**src/rtl/pic_host_bus_master.sv**
```systemverilog
// Host-side bus cycle generator for the 8259 PIC bus interface.
// Turns single-beat write/read/INTA requests into timed cs_n/rd_n/wr_n/inta_n
// sequences with programmable setup, strobe, gap and hold lengths, and returns
// read or vector data through a one-cycle response pulse.
module pic_host_bus_master #(
  parameter int unsigned SETUP_CYC  = 1,
  parameter int unsigned STROBE_CYC = 2,
  parameter int unsigned HOLD_CYC   = 1,
  parameter int unsigned INTA_GAP   = 2
) (
  input  logic       clk,
  input  logic       rst_n,
  input  logic       req_valid,
  output logic       req_ready,
  input  logic [1:0] req_op,
  input  logic       req_a0,
  input  logic [7:0] req_wdata,
  output logic       rsp_valid,
  output logic [7:0] rsp_data,
  output logic       cs_n,
  output logic       rd_n,
  output logic       wr_n,
  output logic       inta_n,
  output logic       a0,
  output logic [7:0] data_out,
  output logic       data_oe,
  input  logic [7:0] data_in
);

  typedef enum logic [2:0] {
    S_IDLE    = 3'd0,
    S_SETUP   = 3'd1,
    S_STROBE1 = 3'd2,
    S_GAP     = 3'd3,
    S_STROBE2 = 3'd4,
    S_HOLD    = 3'd5
  } state_t;

  localparam logic [1:0] OP_WR   = 2'b00;
  localparam logic [1:0] OP_RD   = 2'b01;
  localparam logic [1:0] OP_INTA = 2'b10;
  localparam logic [1:0] OP_RSV  = 2'b11;

  localparam logic [3:0] SETUP_RL  = 4'(SETUP_CYC - 1);
  localparam logic [3:0] STROBE_RL = 4'(STROBE_CYC - 1);
  localparam logic [3:0] HOLD_RL   = 4'(HOLD_CYC - 1);
  localparam logic [3:0] GAP_RL    = 4'(INTA_GAP - 1);

  // Counter value loaded on entry to a state: the state lasts reload+1 cycles.
  function automatic logic [3:0] reload(input state_t s);
    case (s)
      S_SETUP:   reload = SETUP_RL;
      S_STROBE1: reload = STROBE_RL;
      S_GAP:     reload = GAP_RL;
      S_STROBE2: reload = STROBE_RL;
      S_HOLD:    reload = HOLD_RL;
      default:   reload = 4'd0;
    endcase
  endfunction

  state_t     state_q, state_d;
  logic [3:0] cnt_q, cnt_d;
  logic [1:0] op_q, op_d;
  logic       addr_q, addr_d;
  logic [7:0] wdata_q, wdata_d;
  logic       rsp_valid_q, rsp_valid_d;
  logic [7:0] rsp_data_q, rsp_data_d;
  logic       cs_n_q, cs_n_d;
  logic       rd_n_q, rd_n_d;
  logic       wr_n_q, wr_n_d;
  logic       inta_n_q, inta_n_d;
  logic       a0_q, a0_d;
  logic [7:0] data_out_q, data_out_d;
  logic       data_oe_q, data_oe_d;
  logic       busy_d;

  assign req_ready = (state_q == S_IDLE);

  // Next-state sequencing, request latching and response data capture.
  always_comb begin
    state_d     = state_q;
    op_d        = op_q;
    addr_d      = addr_q;
    wdata_d     = wdata_q;
    rsp_valid_d = 1'b0;
    rsp_data_d  = rsp_data_q;
    case (state_q)
      S_IDLE: begin
        if (req_valid) begin
          op_d    = req_op;
          addr_d  = req_a0;
          wdata_d = req_wdata;
          if (req_op == OP_RSV) begin
            // Reserved op completes immediately with no bus activity.
            rsp_valid_d = 1'b1;
            rsp_data_d  = 8'h00;
          end else begin
            state_d = S_SETUP;
          end
        end
      end
      S_SETUP: begin
        if (cnt_q == 4'd0) state_d = S_STROBE1;
      end
      S_STROBE1: begin
        if (cnt_q == 4'd0) begin
          state_d = (op_q == OP_INTA) ? S_GAP : S_HOLD;
          // First INTA pulse data is discarded; only a read captures here.
          if (op_q == OP_RD) rsp_data_d = data_in;
        end
      end
      S_GAP: begin
        if (cnt_q == 4'd0) state_d = S_STROBE2;
      end
      S_STROBE2: begin
        if (cnt_q == 4'd0) begin
          state_d    = S_HOLD;
          rsp_data_d = data_in;
        end
      end
      S_HOLD: begin
        if (cnt_q == 4'd0) begin
          state_d     = S_IDLE;
          rsp_valid_d = 1'b1;
          if (op_q == OP_WR) rsp_data_d = 8'h00;
        end
      end
      default: state_d = S_IDLE;
    endcase
    cnt_d = (state_d != state_q) ? reload(state_d)
          : (cnt_q == 4'd0) ? 4'd0 : cnt_q - 4'd1;
  end

  // Bus pins are decoded from the upcoming state so each phase appears on
  // registered outputs in the very cycle the state is occupied.
  always_comb begin
    busy_d     = (state_d != S_IDLE);
    cs_n_d     = ~(busy_d && (op_d != OP_INTA));
    a0_d       = (busy_d && (op_d != OP_INTA)) ? addr_d : 1'b0;
    data_oe_d  = busy_d && (op_d == OP_WR);
    data_out_d = data_oe_d ? wdata_d : 8'h00;
    wr_n_d     = ~((state_d == S_STROBE1) && (op_d == OP_WR));
    rd_n_d     = ~((state_d == S_STROBE1) && (op_d == OP_RD));
    inta_n_d   = ~(((state_d == S_STROBE1) || (state_d == S_STROBE2)) &&
                   (op_d == OP_INTA));
  end

  // State, counter, latched request and registered bus outputs.
  always_ff @(posedge clk or negedge rst_n) begin
    if (!rst_n) begin
      state_q     <= S_IDLE;
      cnt_q       <= 4'd0;
      op_q        <= OP_WR;
      addr_q      <= 1'b0;
      wdata_q     <= 8'h00;
      rsp_valid_q <= 1'b0;
      rsp_data_q  <= 8'h00;
      cs_n_q      <= 1'b1;
      rd_n_q      <= 1'b1;
      wr_n_q      <= 1'b1;
      inta_n_q    <= 1'b1;
      a0_q        <= 1'b0;
      data_out_q  <= 8'h00;
      data_oe_q   <= 1'b0;
    end else begin
      state_q     <= state_d;
      cnt_q       <= cnt_d;
      op_q        <= op_d;
      addr_q      <= addr_d;
      wdata_q     <= wdata_d;
      rsp_valid_q <= rsp_valid_d;
      rsp_data_q  <= rsp_data_d;
      cs_n_q      <= cs_n_d;
      rd_n_q      <= rd_n_d;
      wr_n_q      <= wr_n_d;
      inta_n_q    <= inta_n_d;
      a0_q        <= a0_d;
      data_out_q  <= data_out_d;
      data_oe_q   <= data_oe_d;
    end
  end

  assign rsp_valid = rsp_valid_q;
  assign rsp_data  = rsp_data_q;
  assign cs_n      = cs_n_q;
  assign rd_n      = rd_n_q;
  assign wr_n      = wr_n_q;
  assign inta_n    = inta_n_q;
  assign a0        = a0_q;
  assign data_out  = data_out_q;
  assign data_oe   = data_oe_q;

endmodule

```
**config.mk**
```make
export PLATFORM = sky130hd
export DESIGN_NAME = pic_host_bus_master
export DESIGN_NICKNAME = d
export VERILOG_FILES = /design/src/rtl/pic_host_bus_master.sv
export SDC_FILE = /design/constraint.sdc
export NUM_CORES = 1
export LEC_CHECK = 0
export BUFFER_PORTS_ARGS = -buffer_cell sky130_fd_sc_hd__buf_2
export CAP_MARGIN = 20
export CORE_AREA = 4 4 63 65
export DETAILED_ROUTE_END_ITERATION = 12
export DIE_AREA = 0 0 67 69
export PLACE_DENSITY = 0.8
export SETUP_SLACK_MARGIN = 0.2
export SYNTH_ARGS = -nofsm -noshare
export SYNTH_HDL_FRONTEND = slang
export SYNTH_SLANG_ARGS = --single-unit
export TNS_END_PERCENT = 100
```
**constraint.sdc**
```tcl
create_clock -name clk -period 5.2 [get_ports clk]
set_input_delay 0.52 -clock clk [delete_from_list [all_inputs] [get_ports clk]]
set_output_delay 0.52 -clock clk [all_outputs]
set_load 0.01 [all_outputs]
```
==> impl_metrics.ini <==
[pwr]
ir_worst_vdd_mv = 0.236
leakage_nw = 1.04
power_density_nw_per_um2 = 572

[drt]
ant_nets = 0
wl_per_cell_um = 14.8
drtPass1Iterations = 4
dr.first_iter.drc_count = 72
routed_wl_um = 3550
vias = 1341
drc = 0
via_per_inst = 5.59

[setup_path]
worst_ep_arrival_time_ps = 2600
r2r_start = state_q[2]$_DFF_PN0_
cp_data_required_time_ps = 5430
setup.worst_path.start_class = flop
r2r-end = rsp_data[4]$_DFFE_PN0P_
cp_num_buf_inv = 0
worstSetupPathType = reg2reg
end_kind = flop
path_max_fanout = 18
slowest_stage = nor4b_4
r2r_cells = 4
crit_chain = nor4b_4 > a32o_2 > a32oi_2 > a22o_1
r2r_slack_ps = 2830
cpPeakStageDelay_ps = 1030
critPathTopFamily = simple AND/OR/NAND/NOR gates

[logic_synthesis]
async_reset_ff_share_pct = 100
yosys.area.top_type_share_pct = 50.4
syn-cell-area_um2 = 1840
synth_edf_count = 0
synth_cell_types = 46
synth_fp_nets = 172
ys_warn_count = 0
synth_area_leader_cell = dfrtp_1
synth_area_leaders = dfrtp_1, dfstp_2, mux2_4
syn-instance-count = 148
synth_ff_type = dfrtp_1
synth_seq_cells = 41
synth.avg_cell_area_um2 = 12.4
ys_seq_area_share_pct = 56.1

[cells_and_area]
multiInputGateArea_um2 = 733
diodes = 0
drive_gt1_share_pct = 39.7
nets = 217
areaGrowthSynthToFinish_pct = 17.0
seqCellArea_um2 = 1030
nFillCells = 269

[timing]
slew_viol_final = 0
finalSetupViolCount = 0
slew_headroom_pct = 27.6
max_freq_mhz = 421
hold_viol_final = 0
rsz0062_at_grt = false
fin_crit_sh_pct = 45.6
whs_ps = 277
clock_skew_ps = 11.0
worst_pin_slew_ps = 1080
fin_setup_tns_ps = 0
finalCriticalPeriod_ps = 2370

[global_routing]
met1_usage_pct = 21.8
grt_overflow_total = 0
antenna_found_initial = 0
grt.met3_usage_pct = 5.52
grtUsageTotal_pct = 16.7
grt_first_pass_wirelength_um = 5910
grt_max_degree = 42
grt_pass1_vias = 1283
grt_util_met2_pct = 25.5
grt.busiest_layer = met2

[clocking]
clkSinkCount = 41
postCtsSetupBuffers = 0
cts_hold_buf = 0
cts_max_level = 2
clock-root-buffer = clkbuf_4
cts_buffer_depth = 2
numCtsBuffers = 5
clk-insertion-delay-late_ps = 340
cts_resized = 0
path_clk_slew_ps = 110
cts_tree = yes

[die]
die_h_um = 69
die_area_um2 = 4620
start_util_pct = 55.1
io_pins = 46
die-width_um = 67
coreArea_um2 = 3340
row_count = 21

[placement]
io_buffers = 45
dp_hpwl_um = 2580
routabilityCongestion = 0.806

[hold_path]
min_path_type = in2async

[status]
status = completed

[run]
cap_violations = 0
[worst max-delay path by stage]
| stage | cells past startpoint | slack (ps) | endpoint | from |
|---|---|---|---|---|
| 2_1_floorplan | 5 | 3510 | data_out[2]$_DFF_PN0_ | state_q[2]$_DFF_PN0_ |
| 3_5_place_dp | 6 | 2620 | rsp_data[4]$_DFFE_PN0P_ | cnt_q[0]$_DFF_PN0_ |
| 5_1_grt | 4 | 2670 | data_out[1]$_DFF_PN0_ | state_q[2]$_DFF_PN0_ |
| 6_report | 4 | 2830 | rsp_data[4]$_DFFE_PN0P_ | state_q[2]$_DFF_PN0_ |
| 3_3_place_gp | 6 | 2830 | rsp_data[2]$_DFFE_PN0P_ | cnt_q[0]$_DFF_PN0_ |
| 4_1_cts | 6 | 2610 | rsp_data[4]$_DFFE_PN0P_ | cnt_q[0]$_DFF_PN0_ |
[synth_stat cells (2+ instances only)]
master	number
nand2_1	2
xnor2_1	2
mux2_2	5
a32oi_1	2
nor3_1	5
nand3b_1	3
ha_1	2
clkbuf_1	3
nor2b_1	8
nor2_1	9
a21oi_1	5
buf_6	3
mux2_4	5
buf_2	2
nand2b_1	3
inv_1	5
o21ai_0	8
o31ai_1	2
dfstp_2	4
a22o_1	8
dfrtp_1	37
[cell type report]
cell class              count  share of cell area (%)
clock buffers               6                    1.92
clock inverters             2                    1.63
inverters                   5                   0.873
multi-input cells          94                    34.1
flip-flops and latches     41                    48.0
well taps                  46                    2.68
repair buffers             46                    10.8
[cells in the final DEF, fill, tap and decap left out, types with 2 or more instances in the layout]
master	netlist	final
dfrtp_1	37	37
o21ai_0	8	8
buf_2	2	45
a22o_1	8	8
mux2_4	5	5
nor3_1	5	5
nor2b_1	8	8
inv_1	5	5
nand3b_1	3	3
nand2_1	2	2
mux2_2	5	5
dfstp_2	4	4
o31ai_1	2	2
a21oi_1	5	5
ha_1	2	2
a32oi_1	2	2
nor2_1	9	9
nand2b_1	3	3
xnor2_1	2	2
clkbuf_4	0	6
[per-stage QoR]
step	instance area, µm²	util (%)	setup WS [ps]	total power [mW]	instances
after global routing	2150	64.4	2670	1.32	240
after CTS	2140	64.2	2610	1.23	239
after global placement	2070	61.9	2830	1.00	231
after floorplan	1840	-	3510	0.900	148
after detailed placement	2070	61.9	2620	1.03	231
final	2150	64.4	2830	1.23	240
[registers in the layout (all words and copies together) (netlist names)]
signal     cells
a0             1
addr_q         1
cnt_q          4
cs_n           1
data_oe        1
data_out       8
inta_n         1
op_q           2
rd_n           1
rsp_data       8
rsp_valid      1
state_q        3
wdata_q        8
wr_n           1
[kinds of logic (layout without fill, tap and decap cells)]
logic type	count (synthesis)	count (layout)	synth area share [%]
xor gates and xnor gates	2	2	0.953
adders and majority gates	2	2	1.36
buffers and inverters	13	59	4.02
muxes	11	11	7.69
and+or+nand+nor	42	42	14.9
AOI/OAI and AO/OA	37	37	15.0
DFF	41	41	56.1
[power by group]
group          internal [mW]  switching, mW
Clock                  0.101         0.0959
Combinational          0.233          0.247
Sequential             0.451          0.103
Total                  0.784          0.445
[routing by layer]
layer  share of wire, %  wire [µm]
met3                7.5        266
met1                 43       1520
met4                1.4         48
met2                 48       1710
met5                  0          0
Power figures use the tool's default switching activity.
